### src/rtl/sync_fifo_param.sv
// Parameterised synchronous FIFO with occupancy/threshold flags, error pulses and
// selectable registered-read or first-word-fall-through output.
module sync_fifo_param #(
  parameter int unsigned DATA_WIDTH = 8,
  parameter int unsigned DEPTH      = 16,
  parameter int unsigned AF_LEVEL   = DEPTH - 2,
  parameter int unsigned AE_LEVEL   = 2,
  parameter int unsigned FWFT       = 0
) (
  input  logic                       clk,
  input  logic                       rst_n,
  input  logic                       clr,
  input  logic                       wr_n,
  input  logic                       rd_n,
  input  logic [DATA_WIDTH-1:0]      data_in,
  output logic [DATA_WIDTH-1:0]      data_out,
  output logic                       full,
  output logic                       empty,
  output logic                       almost_full,
  output logic                       almost_empty,
  output logic [$clog2(DEPTH):0]     count,
  output logic                       over_flow,
  output logic                       under_flow
);

  localparam int unsigned AW = $clog2(DEPTH);
  localparam int unsigned CW = AW + 1;

  logic [DATA_WIDTH-1:0] mem_q [DEPTH];
  logic [AW-1:0]         wr_ptr_q, wr_ptr_d;
  logic [AW-1:0]         rd_ptr_q, rd_ptr_d;
  logic [CW-1:0]         count_q, count_d;
  logic                  over_flow_q, over_flow_d;
  logic                  under_flow_q, under_flow_d;
  logic [DATA_WIDTH-1:0] data_q, data_d;
  logic [DATA_WIDTH-1:0] head;
  logic                  wr_acc, rd_acc;

  assign head = mem_q[rd_ptr_q];

  always_comb begin
    full         = (count_q == CW'(DEPTH));
    empty        = (count_q == '0);
    almost_full  = (count_q >= CW'(AF_LEVEL));
    almost_empty = (count_q <= CW'(AE_LEVEL));
    count        = count_q;
    over_flow    = over_flow_q;
    under_flow   = under_flow_q;
    // In FWFT mode the head entry is shown live; data_q keeps the last shown word for empty.
    data_out     = ((FWFT != 0) && !empty) ? head : data_q;
  end

  // A read never bypasses into an empty FIFO; a write at full rides on a same-cycle read.
  assign rd_acc = !rd_n && !empty;
  assign wr_acc = !wr_n && (!full || rd_acc);

  always_comb begin
    wr_ptr_d     = wr_ptr_q;
    rd_ptr_d     = rd_ptr_q;
    count_d      = count_q;
    over_flow_d  = 1'b0;
    under_flow_d = 1'b0;
    data_d       = data_q;
    if (FWFT != 0) begin
      if (!empty) data_d = head;
    end else if (rd_acc && !clr) begin
      data_d = head;
    end
    if (clr) begin
      wr_ptr_d = '0;
      rd_ptr_d = '0;
      count_d  = '0;
    end else begin
      over_flow_d  = !wr_n && !wr_acc;
      under_flow_d = !rd_n && !rd_acc;
      if (wr_acc) wr_ptr_d = wr_ptr_q + AW'(1);
      if (rd_acc) rd_ptr_d = rd_ptr_q + AW'(1);
      unique case ({wr_acc, rd_acc})
        2'b10:   count_d = count_q + CW'(1);
        2'b01:   count_d = count_q - CW'(1);
        default: count_d = count_q;
      endcase
    end
  end

  always_ff @(posedge clk or negedge rst_n) begin
    if (!rst_n) begin
      wr_ptr_q     <= '0;
      rd_ptr_q     <= '0;
      count_q      <= '0;
      over_flow_q  <= 1'b0;
      under_flow_q <= 1'b0;
      data_q       <= '0;
    end else begin
      wr_ptr_q     <= wr_ptr_d;
      rd_ptr_q     <= rd_ptr_d;
      count_q      <= count_d;
      over_flow_q  <= over_flow_d;
      under_flow_q <= under_flow_d;
      data_q       <= data_d;
    end
  end

  // Storage is deliberately left out of reset and flush.
  always_ff @(posedge clk) begin
    if (wr_acc && !clr) mem_q[wr_ptr_q] <= data_in;
  end

endmodule

### config.mk
export PLATFORM = sky130hd
export DESIGN_NAME = sync_fifo_param
export DESIGN_NICKNAME = d
export VERILOG_FILES = /design/src/rtl/sync_fifo_param.sv
export SDC_FILE = /design/constraint.sdc
export NUM_CORES = 1
export LEC_CHECK = 0
export ABC_AREA = 1
export CAP_MARGIN = 0
export CELL_PAD_IN_SITES_DETAIL_PLACEMENT = 0
export CELL_PAD_IN_SITES_GLOBAL_PLACEMENT = 1
export CORE_MARGIN = 8
export CORE_UTILIZATION = 43
export DETAILED_ROUTE_END_ITERATION = 16
export GPL_TIMING_DRIVEN = 0
export PLACE_DENSITY = 0.77
export SLEW_MARGIN = 0
export SYNTH_ARGS = -nofsm -noshare
export SYNTH_HDL_FRONTEND = slang
export SYNTH_SLANG_ARGS = --single-unit
### constraint.sdc
create_clock -name clk -period 1.9 [get_ports clk]
set_clock_uncertainty 0.1 [all_clocks]
set_input_delay 0.475 -clock clk [delete_from_list [all_inputs] [get_ports clk]]
set_output_delay 0.475 -clock clk [all_outputs]
set_load 0.01 [all_outputs]
==> metrics.yaml, run 1 <==
worst_setup_path:
  cp.required_ns: 1.32
  slowest_stage: "dfrtp_2"
  crit_arrival_ns: 1.49
  cp_slowest_stage_delay_ns: 0.43
  crit_path_max_fanout: 5
  startpoint_type: "flop"
  crit_chain: "buf_6 > a2111oi_4 > buf_2"
  critPathCaptureType: "output pin"
  path_class: "reg2out"
timing:
  setup_violations: 132
  post-route-period-util: 1.09
  holdWs_ns: 0.245
  hold_violations: 0
  slew_headroom: 0.274
  worst_slack_ns: -0.168
  rsz0062_at_grt: "true"
  worst-slew-pin-transition_ns: 1.09
  slew_violations: 0
  period_needed_ns: 2.07
  max_freq_mhz: 484
route:
  via_count: 4824
  vias_per_cell: 4.88
  ant_nets: 0
  first_pass_iters: 5
  wire_per_inst_um: 16.7
  drc: 0
  initialDrtViolationCount: 401
  wl_um: 16500
clock_tree:
  cts_tree: "yes"
  clock-root-buffer: "clkbuf_16"
  clockBufferDepth: 2
  clkSlewWorstSetupHoldPaths_ns: 0.06
  htree_levels: 4
  worstSkewPairLatency_ns: 0.42
  numCtsBuffers: 17
  ctsHoldBuffers: 0
  clock-sinks: 151
finish:
  nets: 781
  fillers: 1385
  regArea_mm2: 0.00443
  area_growth_pct: 23.4
  stdcell_area_mm2: 0.00854
  multi_input_area_mm2: 0.00211
  drive_gt1_frac: 0.168
  antenna_cells: 0
logic_synthesis:
  yosys_warnings: 0
  syn-instance-count: 695
  synthTopCellsByArea: "edfxtp_1 56%, nand2_1 12%, dfrtp_1 8.3%"
  synthDistinctLibCells: 28
  synth_top_area_cell: "edfxtp_1"
  syn_nets: 717
  syn_avg_cell_area_um2: 9.96
  synth_area_mm2: 0.00692
  dominantRegCellSynth: "edfxtp_1"
  synth.top_cell.area_share: 0.555
  ys_seq_area_frac: 0.638
  synth_edf_count: 128
  synthArstFlopShare: 0.152
  yosys_register_bits: 151
grt:
  grt_overflow_total: 0
  gr-usage-all-layers: 0.170
  grt_pass1_wl_um: 25900
  grt_pass1_vias: 4716
  grt_start_max_net_pins: 24
  antenna_found_initial: 0
pwr:
  p_leak_uw: 0.00374
  fin_total_pwr_uw: 11400
  p_per_area_mw_per_mm2: 1330
  worst_ir_drop_vdd_mv: 0.720
floorplanning:
  die_x_um: 143
  ios: 32
  design.die.area_mm2: 0.0204
  start_util: 0.437
  core_area_mm2: 0.0158
  rows: 46
  dieHeight_um: 143
job:
  max_cap_viol_count: 0
run_status:
  violations: "negative setup slack"
  outcome: "finished, violations left"
placement:
  placed_area_mm2: 0.00751
  finalWeightedCongestion: 0.913
  port_buffers: 30
  hpwl_um: 11100
hold_path:
  min_path_type: "in2reg"
==> cells in the mapped netlist (all sizes together) (2+ instances only) <==
cell,number
a21oi,3
buf,24
clkbuf,2
dfrtp,23
edfxtp,128
ha,8
inv,119
nand2,231
nand3,113
nor2,25
nor3,3
o21ai,9
xnor2,2
xor2,2
==> worst paths after layout <==
| path | start | endpoint | slack [ns] | cells after the start |
|---|---|---|---|---|
| min in group asynchronous | rst_n | data_out[5]$_DFFE_PN0P_ | 0.54 | 1 |
| max in group asynchronous | rst_n | count[1]$_DFFE_PN0P_ | 0.43 | 1 |
| max | count[0]$_DFFE_PN0P_ | almost_empty | -0.17 | 3 |
| max reg2reg | count[1]$_DFFE_PN0P_ | mem_q[6][1]$_DFFE_PP_ | -0.12 | 10 |
| min | clr | under_flow$_DFF_PN0_ | 0.24 | 2 |
| min reg2reg | data_out[4]$_DFFE_PN0P_ | data_out[4]$_DFFE_PN0P_ | 0.37 | 2 |
==> state kept, by name, summed over array words and instances (netlist names) <==
name,flops
count,5
over_flow,1
rd_ptr_q,4
wr_ptr_q,4
data_out,8
under_flow,1
mem_q,128
==> power breakdown <==
part | internal (uW) | switching (uW)
clock | 2470 | 1260
combinational | 1410 | 2240
sequential | 3840 | 150
==> final cells by class <==
cell class | instances | area share
plain buffers | 26 | 0.0202
well taps | 216 | 0.0316
inverters | 119 | 0.0529
clock inverters | 8 | 0.0196
multi-input cells | 399 | 0.247
repair buffers | 45 | 0.0527
clock buffers | 24 | 0.0576
flip-flops and latches | 151 | 0.518
==> what timing repair did <==
item	CTS	global route
pin swaps	7	11
hold endpoints to repair	0	0
endpoints found under the setup margin	147	136
gates resized for setup	76	21
cloned	0	0
buffers inserted	9	6
==> logic make-up after synthesis <==
| logic type | synth area share |
|---|---|
| DFF | 0.638 |
| xor gates and xnor gates | 0.00506 |
| AOI/OAI and AO/OA | 0.0105 |
| adders and majority gates | 0.0174 |
| and+or+nand+nor | 0.239 |
| buffers and inverters | 0.0893 |
==> layer usage <==
metal	global-route usage	wire, um	share of wire
met1	0.204	7130	0.43
met5	0	0	0
met2	0.286	8190	0.50
met3	0.0371	678	0.041
met4	0.0800	475	0.029
==> worst max-delay path, delay by kind of cell, from the launching register on <==
family          cells  cell delay (ns)
buf+inv             2             0.32
flops               1             0.43
compound gates      1             0.32
==> per-stage QoR <==
step / util / cells / setup TNS [ns] / setup WS, ns
2_1_floorplan: - / 695 / 0 / 0.0185
3_3_place_gp: 0.474 / 941 / -79.28 / -0.711
3_5_place_dp: 0.474 / 941 / -85.53 / -0.758
4_1_cts: 0.529 / 982 / -0.853 / -0.203
5_1_grt: 0.540 / 988 / -19.53 / -0.240
6_report: 0.540 / 988 / -9.28 / -0.168
==> cell usage in the layout (no fill, tap or decap), types with 9 or more instances in the layout <==
cell             count
buf_4               15
nand3_1            109
clkbuf_16           17
inv_2               13
buf_6               12
clkdlybuf4s50_1     11
nor2_4              19
edfxtp_1           128
nand2_1            220
o21ai_1              9
buf_2               13
dfrtp_1             18
inv_1              104
dlygate4sd2_1       10
Power figures use the tool's default switching activity.
==> run 2, diff against run 1 <==
Settings changed: CAP_MARGIN 0 to 20.
==> run 2 against run 1 <==
Net effect:
- the run still ends with negative setup slack left
- global-route usage is the same
- sequential power is essentially flat
- clock-buffer cell count is the same
- via count shrank 0.91%
- first-iteration DRC count grew 12%
- wire length grew 0.30%
- flip-flop and latch count is the same
- non-clock buffer count grew 1
- largest cell class unchanged
==> metrics.yaml, run 2 (synthesized netlist as in run 1, its figures left out) <==
route:
  via_count: 4780  # was 4824
  wire_per_inst_um: 16.7  # about the same
  first_pass_iters: 5  # unchanged
  ant_nets: 0  # unchanged
  wl_um: 16500  # about the same
  vias_per_cell: 4.83  # was 4.88
  initialDrtViolationCount: 451  # was 401
  drc: 0  # unchanged
floorplanning:
  die_x_um: 143  # unchanged
  start_util: 0.437  # unchanged
  dieHeight_um: 143  # unchanged
  design.die.area_mm2: 0.0204  # unchanged
  ios: 32  # unchanged
  core_area_mm2: 0.0158  # unchanged
  rows: 46  # unchanged
run_status:
  outcome: "finished, violations left"  # unchanged
  violations: "negative setup slack"  # unchanged
timing:
  worst_slack_ns: -0.167  # was -0.168 ns
  hold_violations: 0  # unchanged
  rsz0062_at_grt: "true"  # unchanged
  final.setup.tns_ns: -9.64  # was -9.28 ns
  period_needed_ns: 2.07  # about the same
  slew_violations: 0  # unchanged
  setup_violations: 132  # unchanged
  post-route-period-util: 1.09  # about the same
  slew_headroom: 0.460  # was 0.274
  worst-slew-pin-transition_ns: 0.807  # was 1.09 ns
  max_freq_mhz: 484  # about the same
clock_tree:
  htree_levels: 4  # unchanged
  worstSkewPairLatency_ns: 0.42  # about the same
  ctsHoldBuffers: 0  # unchanged
  clock-sinks: 151  # unchanged
  clkSlewWorstSetupHoldPaths_ns: 0.06  # about the same
  cts_tree: "yes"  # unchanged
  numCtsBuffers: 17  # unchanged
  clock-root-buffer: "clkbuf_16"  # unchanged
  clockBufferDepth: 2  # unchanged
placement:
  hpwl_um: 11100  # unchanged
  finalWeightedCongestion: 0.913  # unchanged
  placed_area_mm2: 0.00751  # unchanged
  port_buffers: 30  # unchanged
pwr:
  fin_total_pwr_uw: 11400  # about the same
  worst_ir_drop_vdd_mv: 0.717  # was 0.720 mV
  p_per_area_mw_per_mm2: 1330  # about the same
  p_leak_uw: 0.00375  # was 0.00374 uW
worst_setup_path:
  startpoint_type: "flop"  # unchanged
  path_class: "reg2out"  # unchanged
  slowest_stage: "dfrtp_2"  # unchanged
  path_delay_family: "flip-flops"  # unchanged
  critPathCaptureType: "output pin"  # unchanged
  worst-path-buf-inv: 2  # unchanged
  cp_slowest_stage_delay_ns: 0.43  # about the same
  cp.required_ns: 1.32  # about the same
  crit_arrival_ns: 1.49  # about the same
  crit_path_max_fanout: 5  # unchanged
  crit_chain: "buf_6 > a2111oi_4 > buf_2"  # unchanged
finish:
  largest-register: "mem_q"  # unchanged
  stdcell_area_mm2: 0.00857  # was 0.00854 mm^2
  antenna_cells: 0  # unchanged
  layout_commonest_cell: "nand2_1"  # unchanged
  nets: 782  # was 781
  drive_gt1_frac: 0.169  # was 0.168
  final_cell_mix: "220 x nand2_1, 128 x edfxtp_1, 109 x nand3_1, 104 x inv_1, 19 x nor2_4"  # unchanged
  largest_reg_flops: 128  # unchanged
  area_growth_pct: 23.8  # was 23.4%
grt:
  grt_start_max_net_pins: 24  # unchanged
  grt_overflow_total: 0  # unchanged
  antenna_found_initial: 0  # unchanged
  grt_pass1_wl_um: 25900  # unchanged
  gr-usage-all-layers: 0.170  # unchanged
  grt_pass1_vias: 4716  # unchanged
hold_path:
  min_path_type: "in2reg"  # unchanged
job:
  max_cap_viol_count: 0  # unchanged
run 2: cell count changes in the layout (fill, tap and decap cells not counted), sizes merged:
cell	before	now
buf	43	44
run 2: report_power, final:
group / internal, uW / total [uW] / switching, uW
clock network: 2470 / 3730 / 1260
logic: 1420 / 3660 / 2240
registers: 3840 / 3990 / 151
total: 7730 / 11400 / 3650
run 2: metal layers:
| metal | up-vias | global-route usage | part of all wire |
|---|---|---|---|
| li1 | 2361 | - | - |
| met1 | 2272 | 0.204 | 0.42 |
| met2 | 116 | 0.286 | 0.50 |
| met3 | 31 | 0.0371 | 0.048 |
| met4 | 0 | 0.0800 | 0.028 |
| met5 | - | 0 | 0 |
run 2: area by class of cell:
cell class / instances / area [um^2]
inverter: 119 / 452
multi-input combinational: 399 / 2110
tap: 216 / 270
sequential: 151 / 4430
clock inverter: 8 / 168
clock buffer: 24 / 492
timing repair buffer: 46 / 478
fill: 1381 / 7260
buffer: 26 / 173
run 2: worst paths after layout:
check                           slack [ns]               startpoint  cells after the start                      end
worst min register to register        0.37  data_out[4]$_DFFE_PN0P_                      2  data_out[4]$_DFFE_PN0P_
min in group asynchronous             0.28                    rst_n                      1  rd_ptr_q[2]$_DFFE_PN0P_
worst max register to register       -0.13     count[1]$_DFFE_PN0P_                     10    mem_q[6][1]$_DFFE_PP_
worst min-delay path                  0.25                      clr                      2     under_flow$_DFF_PN0_
worst max-delay path                 -0.17     count[0]$_DFFE_PN0P_                      3             almost_empty
max in group asynchronous             0.96                    rst_n                      2     count[0]$_DFFE_PN0P_
run 2: repair_timing:
action                                  in CTS  in global routing
resized for setup                           76                 21
pin swaps                                    7                 11
endpoints found under the setup margin     147                136
buffers inserted                             9                  6
run 2: stage by stage:
step                std cells   util  setup slack, ns  hold slack [ns]
floorplan                 695      -           0.0185           0.0794
global placement          941  0.474           -0.711            0.370
detailed placement        941  0.474           -0.758            0.364
CTS                       982  0.529           -0.203            0.221
global route              989  0.542           -0.240            0.254
finish                    989  0.542           -0.167            0.246
run 2: worst register-to-register path: stages, from the launching register on:
cell     delay (ns)
dfrtp_2        0.36
buf_6          0.10
nor2_4         0.04
buf_6          0.12
nand2_4        0.07
nor2_4         0.04
nand2_2        0.08
nand2_4        0.09
nor2_8         0.27
nand2_8        0.14
nor2_4         0.29
==> run 3, diff against run 2 <==
Settings changed: GPL_TIMING_DRIVEN 0 to default.
==> run 3 against run 2 <==
Net effect:
- the run still ends with negative setup slack left
- utilization rose by 1.5 points
- sequential power about the same
- via count increased by 1.6%
- critical endpoint unchanged
- first-iteration DRC count decreased by 40%
- highest routed layer unchanged
==> metrics.yaml, run 3 (synthesized netlist as in run 1, its figures left out) <==
timing:
  slew_headroom: 0.711  # was 0.460
  period_needed_ns: 2.04  # was 2.07 ns
  worst_slack_ns: -0.144  # was -0.167 ns
  rsz0062_at_grt: "true"  # unchanged
  slew_violations: 0  # unchanged
  setup_violations: 133  # was 132
  hold_violations: 0  # unchanged
  max_freq_mhz: 489  # was 484 MHz
  post-route-period-util: 1.08  # was 1.09
  worst-slew-pin-transition_ns: 0.433  # was 0.807 ns
worst_setup_path:
  crit_arrival_ns: 1.47  # was 1.49 ns
  path_class: "reg2out"  # unchanged
  startpoint_type: "flop"  # unchanged
  worstRegToRegCells: 15  # was 10
  crit_path_max_fanout: 2  # was 5
  critPathCaptureType: "output pin"  # unchanged
  cp.required_ns: 1.32  # about the same
  reg2reg_slack_ns: -0.11  # was -0.13 ns
grt:
  grt_util_met3: 0.0364  # was 0.0371
  grt_most_used_layer: "met2"  # unchanged
  grt_start_max_net_pins: 67  # was 24
  grt_pass1_vias: 4900  # was 4716
  grt_pass1_wl_um: 25300  # was 25900 um
  use_met1: 0.197  # was 0.204
  grtUsageMet2: 0.284  # was 0.286
  antenna_found_initial: 0  # unchanged
  grt_overflow_total: 0  # unchanged
  gr-usage-all-layers: 0.167  # was 0.170
finish:
  drive_gt1_frac: 0.200  # was 0.169
  fin_cells: 1012  # was 989
  largest_reg_flops: 128  # unchanged
  layout_commonest_cell: "nand2_1"  # unchanged
  postLayoutCoreUtil: 0.556  # was 0.542
  area_growth_pct: 27.2  # was 23.8%
  nets: 806  # was 782
  largest-register: "mem_q"  # unchanged
  antenna_cells: 0  # unchanged
  final_cell_mix: "218 x nand2_1, 128 x edfxtp_1, 107 x inv_1, 107 x nand3_1, 38 x buf_4"  # was 220 x nand2_1, 128 x edfxtp_1, 109 x nand3_1, 104 x inv_1, 19 x nor2_4
placement:
  dp_cells: 974  # was 941
  finalWeightedCongestion: 0.839  # was 0.913
  hpwl_um: 10700  # was 11100 um
  port_buffers: 31  # was 30
clock_tree:
  worstSkewPairLatency_ns: 0.42  # about the same
  clock-root-buffer: "clkbuf_16"  # unchanged
  htree_levels: 4  # unchanged
  clock-sinks: 151  # unchanged
  cts_tree: "yes"  # unchanged
  clkSlewWorstSetupHoldPaths_ns: 0.06  # about the same
  clockBufferDepth: 2  # unchanged
  numCtsBuffers: 17  # unchanged
route:
  wire_per_inst_um: 15.7  # was 16.7 um
  via_count: 4855  # was 4780
  first_pass_iters: 5  # unchanged
  vias_per_cell: 4.80  # was 4.83
  wl_um: 15900  # was 16500 um
  initialDrtViolationCount: 269  # was 451
  drc: 0  # unchanged
  ant_nets: 0  # unchanged
floorplanning:
  design.die.area_mm2: 0.0204  # unchanged
  ios: 32  # unchanged
  dieHeight_um: 143  # unchanged
  die_x_um: 143  # unchanged
  rows: 46  # unchanged
  core_area_mm2: 0.0158  # unchanged
  start_util: 0.437  # unchanged
pwr:
  p_per_area_mw_per_mm2: 1250  # was 1330 mW/mm^2
  p_leak_uw: 0.00383  # was 0.00375 uW
  worst_ir_drop_vdd_mv: 0.878  # was 0.717 mV
job:
  max_cap_viol_count: 0  # unchanged
run_status:
  violations: "negative setup slack"  # unchanged
  outcome: "finished, violations left"  # unchanged
hold_path:
  min_path_type: "in2async"  # was in2reg
-- run 3: cell types whose count changed in the layout (fill, tap and decap cells not counted), moves of 3 or more --
cell	before	now
buf_12	2	6
buf_2	13	4
buf_4	15	38
buf_6	12	23
clkbuf_8	4	0
clkdlybuf4s50_1	11	14
dlymetal6s2s_1	4	0
inv_1	104	107
inv_2	13	8
-- run 3: per-stage QoR --
step | TNS [ns] | total power, uW | cell area [um^2] | setup WS, ns | hold WS (ns)
4_1_cts | -7.60 | 10700 | 8580 | -0.173 | 0.309
6_report | -8.98 | 11000 | 8800 | -0.144 | 0.311
3_3_place_gp | -33.00 | 7300 | 7860 | -0.340 | 0.366
3_5_place_dp | -34.43 | 7360 | 7860 | -0.386 | 0.364
2_1_floorplan | 0 | 6080 | 6940 | 0.0185 | 0.0794
5_1_grt | -19.45 | 11600 | 8800 | -0.217 | 0.337
-- run 3: routing by layer --
layer  up-vias  routed length [um]
met1      2309                6610
met4         0                 331
met3        17                 669
li1       2425                   -
met2       104                8260
met5         -                   0
-- run 3: where the power goes --
group	internal, uW	switching, uW
registers	3840	148
logic	1520	2220
clock network	2030	1230
total	7390	3600
-- run 3: worst paths after layout --
kind / to / startpoint
max in group asynchronous: count[1]$_DFFE_PN0P_ / rst_n
min in group clk: data_out[2]$_DFFE_PN0P_ / data_out[2]$_DFFE_PN0P_
min: data_out[3]$_DFFE_PN0P_ / rst_n
max: almost_empty / count[4]$_DFFE_PN0P_
max reg2reg: count[4]$_DFFE_PN0P_ / count[3]$_DFFE_PN0P_
min reg2reg: data_out[2]$_DFFE_PN0P_ / data_out[2]$_DFFE_PN0P_
-- run 3: worst max-delay path, stage by stage, from the launching register on --
cell	delay [ns]
dfrtp_1	0.40
buf_4	0.15
a2111oi_4	0.31
buf_2	0.19
-- run 3: repair_timing --
action	in CTS	in global routing
setup endpoints to repair	147	136
pin swaps	10	8
hold buffers	0	0
gates resized for setup	78	45
endpoints found under the hold margin	0	0
buffers inserted	8	4
-- run 3: area by class of cell --
type,instances,area [um^2]
sequential,151,4420
tap,216,270
multi-input combinational,399,2160
clock inverter,11,133
timing repair buffer,96,918
inverter,119,457
fill,1365,7030
clock buffer,20,437
